<file path="src/rtl/load_store_unit_pkg.sv">
// Shared constants for the load/store unit: data width, access sizes, FSM states.
// Also holds the lane-mask and alignment helpers used by the top level.
package load_store_unit_pkg;

  localparam int WORD = 64;

  localparam logic [1:0] SIZE_B = 2'd0;
  localparam logic [1:0] SIZE_H = 2'd1;
  localparam logic [1:0] SIZE_W = 2'd2;
  localparam logic [1:0] SIZE_D = 2'd3;

  typedef enum logic [1:0] {
    IDLE = 2'd0,
    REQ  = 2'd1,
    RESP = 2'd2
  } lsu_state_e;

  function automatic logic [7:0] size_mask(input logic [1:0] size);
    case (size)
      SIZE_B:  return 8'h01;
      SIZE_H:  return 8'h03;
      SIZE_W:  return 8'h0F;
      default: return 8'hFF;
    endcase
  endfunction

  function automatic logic misaligned(input logic [1:0] size, input logic [2:0] off);
    case (size)
      SIZE_B:  return 1'b0;
      SIZE_H:  return off[0];
      SIZE_W:  return |off[1:0];
      default: return |off;
    endcase
  endfunction

endpackage

</file>
<file path="src/rtl/load_store_unit_extract.sv">
// load_extract: right-aligns the addressed bytes of a read doubleword and
// masks them to the access size with sign or zero extension. Purely combinational.
module load_extract
  import load_store_unit_pkg::*;
(
  input  logic [WORD-1:0] mem_rdata,
  input  logic [2:0]      offset,
  input  logic [1:0]      size,
  input  logic            sign_ext,
  output logic [WORD-1:0] load_data
);

  logic [WORD-1:0] shifted;

  assign shifted = mem_rdata >> {offset, 3'b000};

  always_comb begin
    load_data = shifted;
    case (size)
      SIZE_B:  load_data = {{56{sign_ext & shifted[7]}},  shifted[7:0]};
      SIZE_H:  load_data = {{48{sign_ext & shifted[15]}}, shifted[15:0]};
      SIZE_W:  load_data = {{32{sign_ext & shifted[31]}}, shifted[31:0]};
      default: load_data = shifted;
    endcase
  end

endmodule

</file>
<file path="src/rtl/load_store_unit.sv">
// Load/store unit: one bus access per accepted start, with byte-lane steering, load extension and a bus timeout.
// Defining LSU_ALIGN_CHECK_EN traps misaligned accesses (fault + done) without issuing a bus request.
module load_store_unit
  import load_store_unit_pkg::*;
#(
  parameter int TIMEOUT_CYCLES = 16
) (
  input  logic            clk,
  input  logic            rst_n,
  input  logic            start,
  input  logic            is_store,
  input  logic [1:0]      size,
  input  logic            sign_ext,
  input  logic [WORD-1:0] addr,
  input  logic [WORD-1:0] store_data,
  output logic            mem_req,
  output logic            mem_we,
  output logic [WORD-1:0] mem_addr,
  output logic [7:0]      mem_be,
  output logic [WORD-1:0] mem_wdata,
  input  logic [WORD-1:0] mem_rdata,
  input  logic            mem_ack,
  output logic            busy,
  output logic            done,
  output logic            fault,
  output logic [WORD-1:0] load_data
);

  localparam int            CW       = $clog2(TIMEOUT_CYCLES + 1);
  localparam logic [CW-1:0] CNT_LAST = CW'(TIMEOUT_CYCLES - 1);

  lsu_state_e      state_q, state_d;
  logic [CW-1:0]   cnt_q, cnt_d;
  logic            fault_q, fault_d;
  logic            is_store_q, sign_ext_q;
  logic [1:0]      size_q;
  logic [2:0]      off_q;
  logic [WORD-1:0] mem_addr_q, mem_wdata_q, load_data_q, ext_data;
  logic [7:0]      mem_be_q;
  logic            accept, ack_ok, timeout, trap;

`ifdef LSU_ALIGN_CHECK_EN
  assign trap = misaligned(size, addr[2:0]);
`else
  assign trap = 1'b0;
`endif

  // Ack is checked before the counter so a last-cycle ack still completes cleanly.
  always_comb begin
    state_d = state_q;
    cnt_d   = cnt_q;
    fault_d = fault_q;
    accept  = 1'b0;
    ack_ok  = 1'b0;
    timeout = 1'b0;
    unique case (state_q)
      IDLE: begin
        if (start) begin
          accept  = 1'b1;
          cnt_d   = '0;
          fault_d = trap;
          state_d = trap ? RESP : REQ;
        end
      end
      REQ: begin
        if (mem_ack) begin
          ack_ok  = 1'b1;
          state_d = RESP;
        end else if (cnt_q == CNT_LAST) begin
          timeout = 1'b1;
          fault_d = 1'b1;
          state_d = RESP;
        end else begin
          cnt_d = cnt_q + CW'(1);
        end
      end
      RESP:    state_d = IDLE;
      default: state_d = IDLE;
    endcase
  end

  always_ff @(posedge clk or negedge rst_n) begin
    if (!rst_n) begin
      state_q <= IDLE;
      cnt_q   <= '0;
      fault_q <= 1'b0;
    end else begin
      state_q <= state_d;
      cnt_q   <= cnt_d;
      fault_q <= fault_d;
    end
  end

  // Request fields are captured at accept so the bus sees stable values for the whole REQ phase.
  always_ff @(posedge clk or negedge rst_n) begin
    if (!rst_n) begin
      is_store_q  <= 1'b0;
      sign_ext_q  <= 1'b0;
      size_q      <= SIZE_B;
      off_q       <= 3'd0;
      mem_addr_q  <= '0;
      mem_be_q    <= 8'h00;
      mem_wdata_q <= '0;
      load_data_q <= '0;
    end else begin
      if (accept) begin
        is_store_q  <= is_store;
        sign_ext_q  <= sign_ext;
        size_q      <= size;
        off_q       <= addr[2:0];
        mem_addr_q  <= {addr[WORD-1:3], 3'b000};
        mem_be_q    <= size_mask(size) << addr[2:0];
        mem_wdata_q <= store_data << {addr[2:0], 3'b000};
      end
      if (ack_ok && !is_store_q) begin
        load_data_q <= ext_data;
      end
    end
  end

  load_extract u_extract (
    .mem_rdata (mem_rdata),
    .offset    (off_q),
    .size      (size_q),
    .sign_ext  (sign_ext_q),
    .load_data (ext_data)
  );

  assign mem_req   = (state_q == REQ);
  assign mem_we    = mem_req & is_store_q;
  assign mem_addr  = mem_addr_q;
  assign mem_be    = mem_be_q;
  assign mem_wdata = mem_wdata_q;
  assign busy      = (state_q != IDLE);
  assign done      = (state_q == RESP);
  assign fault     = fault_q;
  assign load_data = load_data_q;

endmodule

</file>
<file path="config.mk">
export PLATFORM = sky130hd
export DESIGN_NAME = load_store_unit
export DESIGN_NICKNAME = d
export VERILOG_FILES = /design/src/rtl/load_store_unit_pkg.sv /design/src/rtl/load_store_unit_extract.sv /design/src/rtl/load_store_unit.sv
export SDC_FILE = /design/constraint.sdc
export NUM_CORES = 1
export LEC_CHECK = 0
export ABC_AREA = 1
export CAP_MARGIN = 30
export CORE_UTILIZATION = 42
export DETAILED_ROUTE_END_ITERATION = 12
export GPL_TIMING_DRIVEN = 0
export PLACE_DENSITY = 0.88
export SYNTH_ARGS = -nofsm -noshare
export SYNTH_HDL_FRONTEND = slang
export SYNTH_SLANG_ARGS = --single-unit
</file>
<file path="constraint.sdc">
create_clock -name clk -period 1.7 [get_ports clk]
set_input_delay 0.425 -clock clk [delete_from_list [all_inputs] [get_ports clk]]
set_output_delay 0.425 -clock clk [all_outputs]
set_load 0.01 [all_outputs]
</file>
## Word level (Yosys, flattened, before mapping)

Cells that the tools add are included.

- Word-level logic and storage cells: 60
- Input bits: 200
- Register bits after elaboration: 212

- $add $sub $neg: 1
- Reductions and logical operators: 10
- Eq/ne operators: 12
- Bitwise logic cells: 4
- Mux-type cells: 19
- Shift operators: 3

Operator list:

| cell | number |
|---|---|
| $pmux W64 S3 | 1 |
| $shl A64 B6 Y64 | 1 |
| $shr A64 B6 Y64 | 1 |
| $pmux W8 S3 | 1 |
| $mux W5 | 3 |
| $pmux W5 S2 | 1 |
| $mux W8 | 1 |
| $reduce_and A4 Y1 | 2 |
| $shl A8 B3 Y8 | 1 |
| $mux W1 | 7 |
| $eq A2 B1 Y1 const B | 3 |
| $eq A2 B2 Y1 const B | 3 |
| $logic_not A2 Y1 | 3 |
| $mux W2 | 3 |
| $ne A2 B2 Y1 const B | 3 |
| $add A5 B1 Y5 const B | 1 |
| $eq A5 B4 Y1 const B | 1 |
| $and A1 B1 Y1 | 4 |
| $pmux W2 S2 | 1 |
| $reduce_bool A2 Y1 | 2 |
| $ne A3 B1 Y1 const B | 1 |
| $ne A2 B1 Y1 const B | 1 |
| $pmux W1 S2 | 1 |
| $reduce_and A2 Y1 | 1 |
| other kinds (2) | 2 |

## Depth between registers and ports, before layout

- Depth after elaboration: 4
- Depth in mapped cells: 12

## By module

A second synthesis with hierarchy kept.

- Cells, all modules: 1738
- Area, all modules: 12404.4 um2

By module, submodules not included:

| module | instances | area an instance (um2) | seq. area each (um2) | cells an instance |
|---|---|---|---|---|
| load_store_unit | 1 | 10055.9 | 5305.1 | 1245 |
| load_extract | 1 | 2348.5 | 0.0 | 493 |

## Worst setup path after synthesis

OpenSTA, ideal clock, no wires.

- Path kind: reg2reg
- Start point: reg cnt_q[0]
- End point: reg cnt_q[3]
- Buffers on the path: 0
- Data arrival time: 1.666 ns
- Stages on the path, launching flop included: 10
- Setup time: 0.131 ns
- Path slack: -0.098 ns
- Required time: 1.569 ns
- Path through: dfrtp_1 > ha_1 > nand2_1 > nor2_1 > ha_1 > nor3_1 > nor2_1 > nor2_1 > xor2_1 > nor2_1

- Cells in the longest elaborated chain, start to end: 4
- Elaborated cells on any way between the ends: 7

RTL lines:

| item | RTL line | RTL |
|---|---|---|
| start, declared | load_store_unit.sv:33 | `logic [CW-1:0] cnt_q, cnt_d;` |
| start signal, assigned | load_store_unit.sv:89 | `cnt_q <= cnt_d;` |
| $add A5 B1 Y5 | load_store_unit.sv:74 | `cnt_d = cnt_q + CW'(1);` |
| $mux W5 | load_store_unit.sv:69 | `end else if (cnt_q == CNT_LAST) begin` |
| $mux W5 | load_store_unit.sv:66 | `if (mem_ack) begin` |
| $pmux W5 S2 | load_store_unit.sv:56 | `unique case (state_q)` |

Parallel ways exist; a longest one is shown, timed or not. The select of a mux whose other input is x is not followed.
A chain may end at the register's enable or synchronous reset.

## Worst setup path in the final report

- Start point: reg off_q[0]
- End point: reg load_data_q[40] (netlist: load_data[40])

- Cells in the longest elaborated chain, start to end: 3
- Elaborated cells on any way between the ends: 5

RTL lines:

| item | RTL line | RTL |
|---|---|---|
| start, declared | load_store_unit.sv:37 | `logic [2:0] off_q;` |
| start signal, assigned | load_store_unit.sv:110 | `off_q <= addr[2:0];` |
| $shr A64 B6 Y64 * | load_store_unit_extract.sv:15 | `assign shifted = mem_rdata >> {offset, 3'b000};` |
| $and A1 B1 Y1, on equally long branches | load_store_unit_extract.sv:22, load_store_unit_extract.sv:20, load_store_unit_extract.sv:21 |  |
| $pmux W64 S3 * | load_store_unit_extract.sv:19 | `case (size)` |
| end signal, assigned | load_store_unit.sv:116 | `load_data_q <= ext_data;` |
| end, declared | load_store_unit.sv:38 | `logic [WORD-1:0] mem_addr_q, mem_wdata_q, load_data_q, ext_data;` |

Every way passes the cells marked *; elsewhere a longest branch is shown, timed or not.

==> impl_metrics.xml <==
<?xml version="1.0" encoding="UTF-8"?>
<metrics>
  <group name="grt">
    <metric name="global_route.overflow_total" unit="">0</metric>
    <metric name="number_of_global_route_vias_before_repair" unit="">13000</metric>
    <metric name="grt_antenna_before_repair" unit="">4</metric>
    <metric name="grt_first_pass_wirelength" unit="µm">77700</metric>
    <metric name="total_track_usage" unit="">0.365</metric>
    <metric name="grt_start_max_net_pins" unit="">123</metric>
  </group>
  <group name="timing">
    <metric name="maxSlewViolCount" unit="">0</metric>
    <metric name="tightestPinTransition" unit="ns">0.754</metric>
    <metric name="slew_headroom" unit="">0.497</metric>
    <metric name="worst_clock_skew" unit="ns">0.0177</metric>
    <metric name="post_route_worst_setup_slack" unit="ns">-0.123</metric>
    <metric name="layout_min_cycle_time" unit="ns">1.82</metric>
    <metric name="timing.final.crit_share" unit="">1.07</metric>
    <metric name="worst_hold_slack" unit="ns">0.334</metric>
    <metric name="timing.fmax" unit="MHz">548</metric>
    <metric name="final-hold-violation-count" unit="">0</metric>
    <metric name="grt_setup_unrepaired" unit="">true</metric>
    <metric name="report.final.setup_viol" unit="">43</metric>
  </group>
  <group name="yosys">
    <metric name="yosys.area_share.simple" unit="">0.337</metric>
    <metric name="synth-edff-count" unit="">0</metric>
    <metric name="largest_family_of_logic_cells_by_synthesized_area" unit="">simple AND/OR/NAND/NOR gates</metric>
    <metric name="yosysSeqAreaShare" unit="">0.459</metric>
    <metric name="synth.yosys.warnings" unit="">0</metric>
    <metric name="synth_area_in_compound_gates" unit="">0.115</metric>
    <metric name="synth-seq-cells" unit="">212</metric>
    <metric name="synth_xor_xnor_area_share" unit="">0.000759</metric>
    <metric name="synth_adder_area_share" unit="">0.00217</metric>
    <metric name="async_flop_share" unit="">1.00</metric>
    <metric name="dominantRegCellSynth" unit="">dfrtp_1</metric>
    <metric name="postSynthCellCount" unit="">1570</metric>
    <metric name="syn-mean-instance-area" unit="µm²">7.35</metric>
    <metric name="synth.lib_cells_used.distinct" unit="">37</metric>
    <metric name="post_synth_instance_area" unit="µm²">11500</metric>
    <metric name="muxShareOfSynthArea" unit="">0.0191</metric>
  </group>
  <group name="clock_network">
    <metric name="clk_latency" unit="ns">0.54</metric>
    <metric name="clkSlewWorstSetupHoldPaths" unit="ns">0.06</metric>
    <metric name="clk_path_buf_depth" unit="">3</metric>
    <metric name="cts_root_buffer" unit="">clkbuf_16</metric>
    <metric name="cts_tree" unit="">yes</metric>
    <metric name="cts_made_buffers" unit="">24</metric>
    <metric name="htreeDepth" unit="">1</metric>
    <metric name="cts_num_sinks" unit="">212</metric>
  </group>
  <group name="worst_setup_path">
    <metric name="crit_chain" unit="">inv_2, clkbuf_16, nand2_2, nand3_1, nand2_1, nand2_2, nand3_2, nand3_4, clkbuf_16, nor2_4, nor2_2</metric>
    <metric name="critical_path_type" unit="">flip-flop to flip-flop</metric>
    <metric name="worst_setup_path_end_kind" unit="">flip-flop</metric>
    <metric name="worst_setup_path_start_kind" unit="">flip-flop</metric>
    <metric name="worst-path-max-fanout" unit="">8</metric>
    <metric name="slowest_cell_on_crit_path" unit="">dfrtp_1</metric>
    <metric name="timing.critical_path.required" unit="ns">2.11</metric>
    <metric name="crit_path_max_incr_delay" unit="ns">0.41</metric>
    <metric name="worstPathBufferInverterCount" unit="">3</metric>
    <metric name="critPathTopFamily" unit="">simple AND/OR/NAND/NOR gates</metric>
    <metric name="arrival_worst_endpoint" unit="ns">2.24</metric>
  </group>
  <group name="drt">
    <metric name="post-route-drc-count" unit="">0</metric>
    <metric name="wl_per_cell" unit="µm">22.3</metric>
    <metric name="routed-via-count" unit="">13300</metric>
    <metric name="vias_per_cell" unit="">5.57</metric>
    <metric name="drt_first_pass_iters" unit="">6</metric>
    <metric name="postRouteWirelength" unit="µm">53400</metric>
    <metric name="first_iter_violations" unit="">1569</metric>
    <metric name="post_detailed_route_count_of_antenna_violating_nets" unit="">0</metric>
  </group>
  <group name="placement">
    <metric name="last_weighted_congestion_value_of_the_routability_driven_placer" unit="">0.979</metric>
    <metric name="dp.cells" unit="">2314</metric>
    <metric name="dpl_cell_area" unit="µm²">16000</metric>
    <metric name="port_buffers" unit="">400</metric>
    <metric name="worst_setup_timing_slack_at_the_placement_stage" unit="ns">-1.05</metric>
    <metric name="detailed_place_hpwl" unit="µm">39800</metric>
  </group>
  <group name="cells_and_area">
    <metric name="finalNetCount" unit="">2237</metric>
    <metric name="multi_input_area" unit="µm²">6120</metric>
    <metric name="proportion_of_layout_cells_with_a_drive_suffix_above_1" unit="">0.184</metric>
    <metric name="post-route-util" unit="">0.669</metric>
    <metric name="final_cell_count_without_fillers" unit="">2394</metric>
    <metric name="filler_cell_count" unit="">2213</metric>
    <metric name="areaGrowthSynthToFinish" unit="%">56.3</metric>
    <metric name="layout.cell_area.non_filler" unit="µm²">18000</metric>
    <metric name="layout.area.seq" unit="µm²">5310</metric>
  </group>
  <group name="power_and_ir_drop">
    <metric name="power-per-cell-area" unit="nW/µm²">1820</metric>
    <metric name="vdd_drop_max" unit="V">0.000981</metric>
    <metric name="cellLeakagePower" unit="nW">8.73</metric>
  </group>
  <group name="die">
    <metric name="chipWidth" unit="µm">168</metric>
    <metric name="floorplan.die_area" unit="µm²">28200</metric>
    <metric name="floorplan.core_area" unit="µm²">27000</metric>
    <metric name="placementRows" unit="">60</metric>
    <metric name="design.portCount" unit="">405</metric>
    <metric name="floorplan.initialDensity" unit="">0.428</metric>
    <metric name="die_height" unit="µm">168</metric>
  </group>
  <group name="run_status">
    <metric name="violations" unit="">negative setup slack</metric>
    <metric name="result_of_the_run" unit="">finished, violations left</metric>
  </group>
  <group name="job">
    <metric name="maxCapViolCount" unit="">0</metric>
  </group>
  <group name="min_path">
    <metric name="holdCritPathClass" unit="">input port to flip-flop</metric>
  </group>
</metrics>
stage by stage:
stage	TNS, ns	power [mW]
after floorplan	0	16.7
after global placement	-1933.62	24.9
after detailed placement	-117.26	25.1
after CTS	-1.16	30.3
after global routing	-5.98	34.5
final	-3.08	32.9
area by class of cell:
| cell class | count | share of cell area |
|---|---|---|
| Clock buffer | 30 | 0.0362 |
| Buffer | 108 | 0.0472 |
| Tap cell | 341 | 0.0236 |
| Multi-Input combinational cell | 1201 | 0.339 |
| Sequential cell | 212 | 0.294 |
| Inverter | 50 | 0.0110 |
| Antenna cell | 1 | 0.000139 |
| Timing Repair Buffer | 438 | 0.235 |
| Clock inverter | 13 | 0.0133 |
placed cells by master, fill, tap and decap left out, types with 22 or more instances in the layout:
cell	n
a21oi_1	38
nand2_1	578
o21ai_0	80
buf_6	26
nand2_2	25
nor2_1	107
inv_1	39
nor2_4	32
o211ai_1	31
dlygate4sd2_1	189
clkbuf_2	25
nand3_1	90
nor2_2	39
dfrtp_1	210
buf_4	37
clkdlybuf4s50_1	197
o21ai_1	44
clkbuf_16	30
o21ai_2	22
cell usage after synthesis (22+ instances only):
master | number | area share
mux2i_1 | 22 | 0.019
nor2_1 | 117 | 0.038
clkbuf_1 | 44 | 0.014
nor2_2 | 61 | 0.033
inv_1 | 42 | 0.014
a21oi_1 | 44 | 0.019
buf_2 | 44 | 0.019
o211ai_1 | 31 | 0.020
nand3_1 | 111 | 0.048
dfrtp_1 | 212 | 0.46
nand2_1 | 606 | 0.20
o21ai_0 | 138 | 0.060
logic make-up after synthesis:
kind of cell	after synthesis
AO/OA/AOI/OAI	243
XOR/XNOR	1
adder cells (fa/ha/maj)	2
buffers and inverters	159
flip-flops	212
multiplexers	22
other	1
AND/OR/NAND/NOR	930
routing by layer:
| layer | GRT usage | share of wire | up-vias |
|---|---|---|---|
| met2 | 0.619 | 0.48 | 823 |
| met5 | 0 | 0.00052 | - |
| met4 | 0.168 | 0.053 | 4 |
| met1 | 0.450 | 0.38 | 6365 |
| li1 | - | - | 5990 |
| met3 | 0.0712 | 0.085 | 155 |
worst register-to-register path, cell delays in order, from the launching register on:
cell       delay [ns]
dfrtp_1          0.41
inv_2            0.09
clkbuf_16        0.17
nand2_2          0.05
nand3_1          0.08
nand2_1          0.13
nand2_2          0.07
nand3_2          0.09
nand3_4          0.22
clkbuf_16        0.27
nor2_4           0.10
nor2_2           0.04
state kept, by name, summed over array words and instances, names as in the netlist, 2 cells and up:
| register | count |
|---|---|
| off_q | 3 |
| mem_wdata | 64 |
| state_q | 2 |
| cnt_q | 5 |
| mem_addr | 61 |
| load_data | 64 |
| size_q | 2 |
| mem_be | 8 |
report_power, final:
group          switching, mW  internal, mW  total [mW]
Sequential              1.52          7.37        8.88
Clock                   2.30          3.66        5.96
Combinational           10.6          7.40        18.0
path summary, 6_finish.rpt:
path,cells past startpoint,endpoint,from,slack (ns)
setup / recovery,11,load_data[40],off_q[0],-0.12
hold / removal,4,mem_wdata[34],addr[1],0.33
setup reg to reg,11,load_data[40],off_q[0],-0.12
hold reg to reg,2,mem_addr[6],mem_addr[6],0.48
max in group asynchronous,3,mem_addr[57],rst_n,0.14
min in group asynchronous,2,load_data[35],rst_n,0.46
what timing repair did:
item / 4_1_cts / 5_1_grt
cloned: 2 / 7
endpoints found under the setup margin: 339 / 329
hold buffers: 1 / 0
gates resized for setup: 338 / 262
buffers inserted: 10 / 17
endpoints found under the hold margin: 90 / 0
pin swaps: 13 / 35
Power figures use the tool's default switching activity.
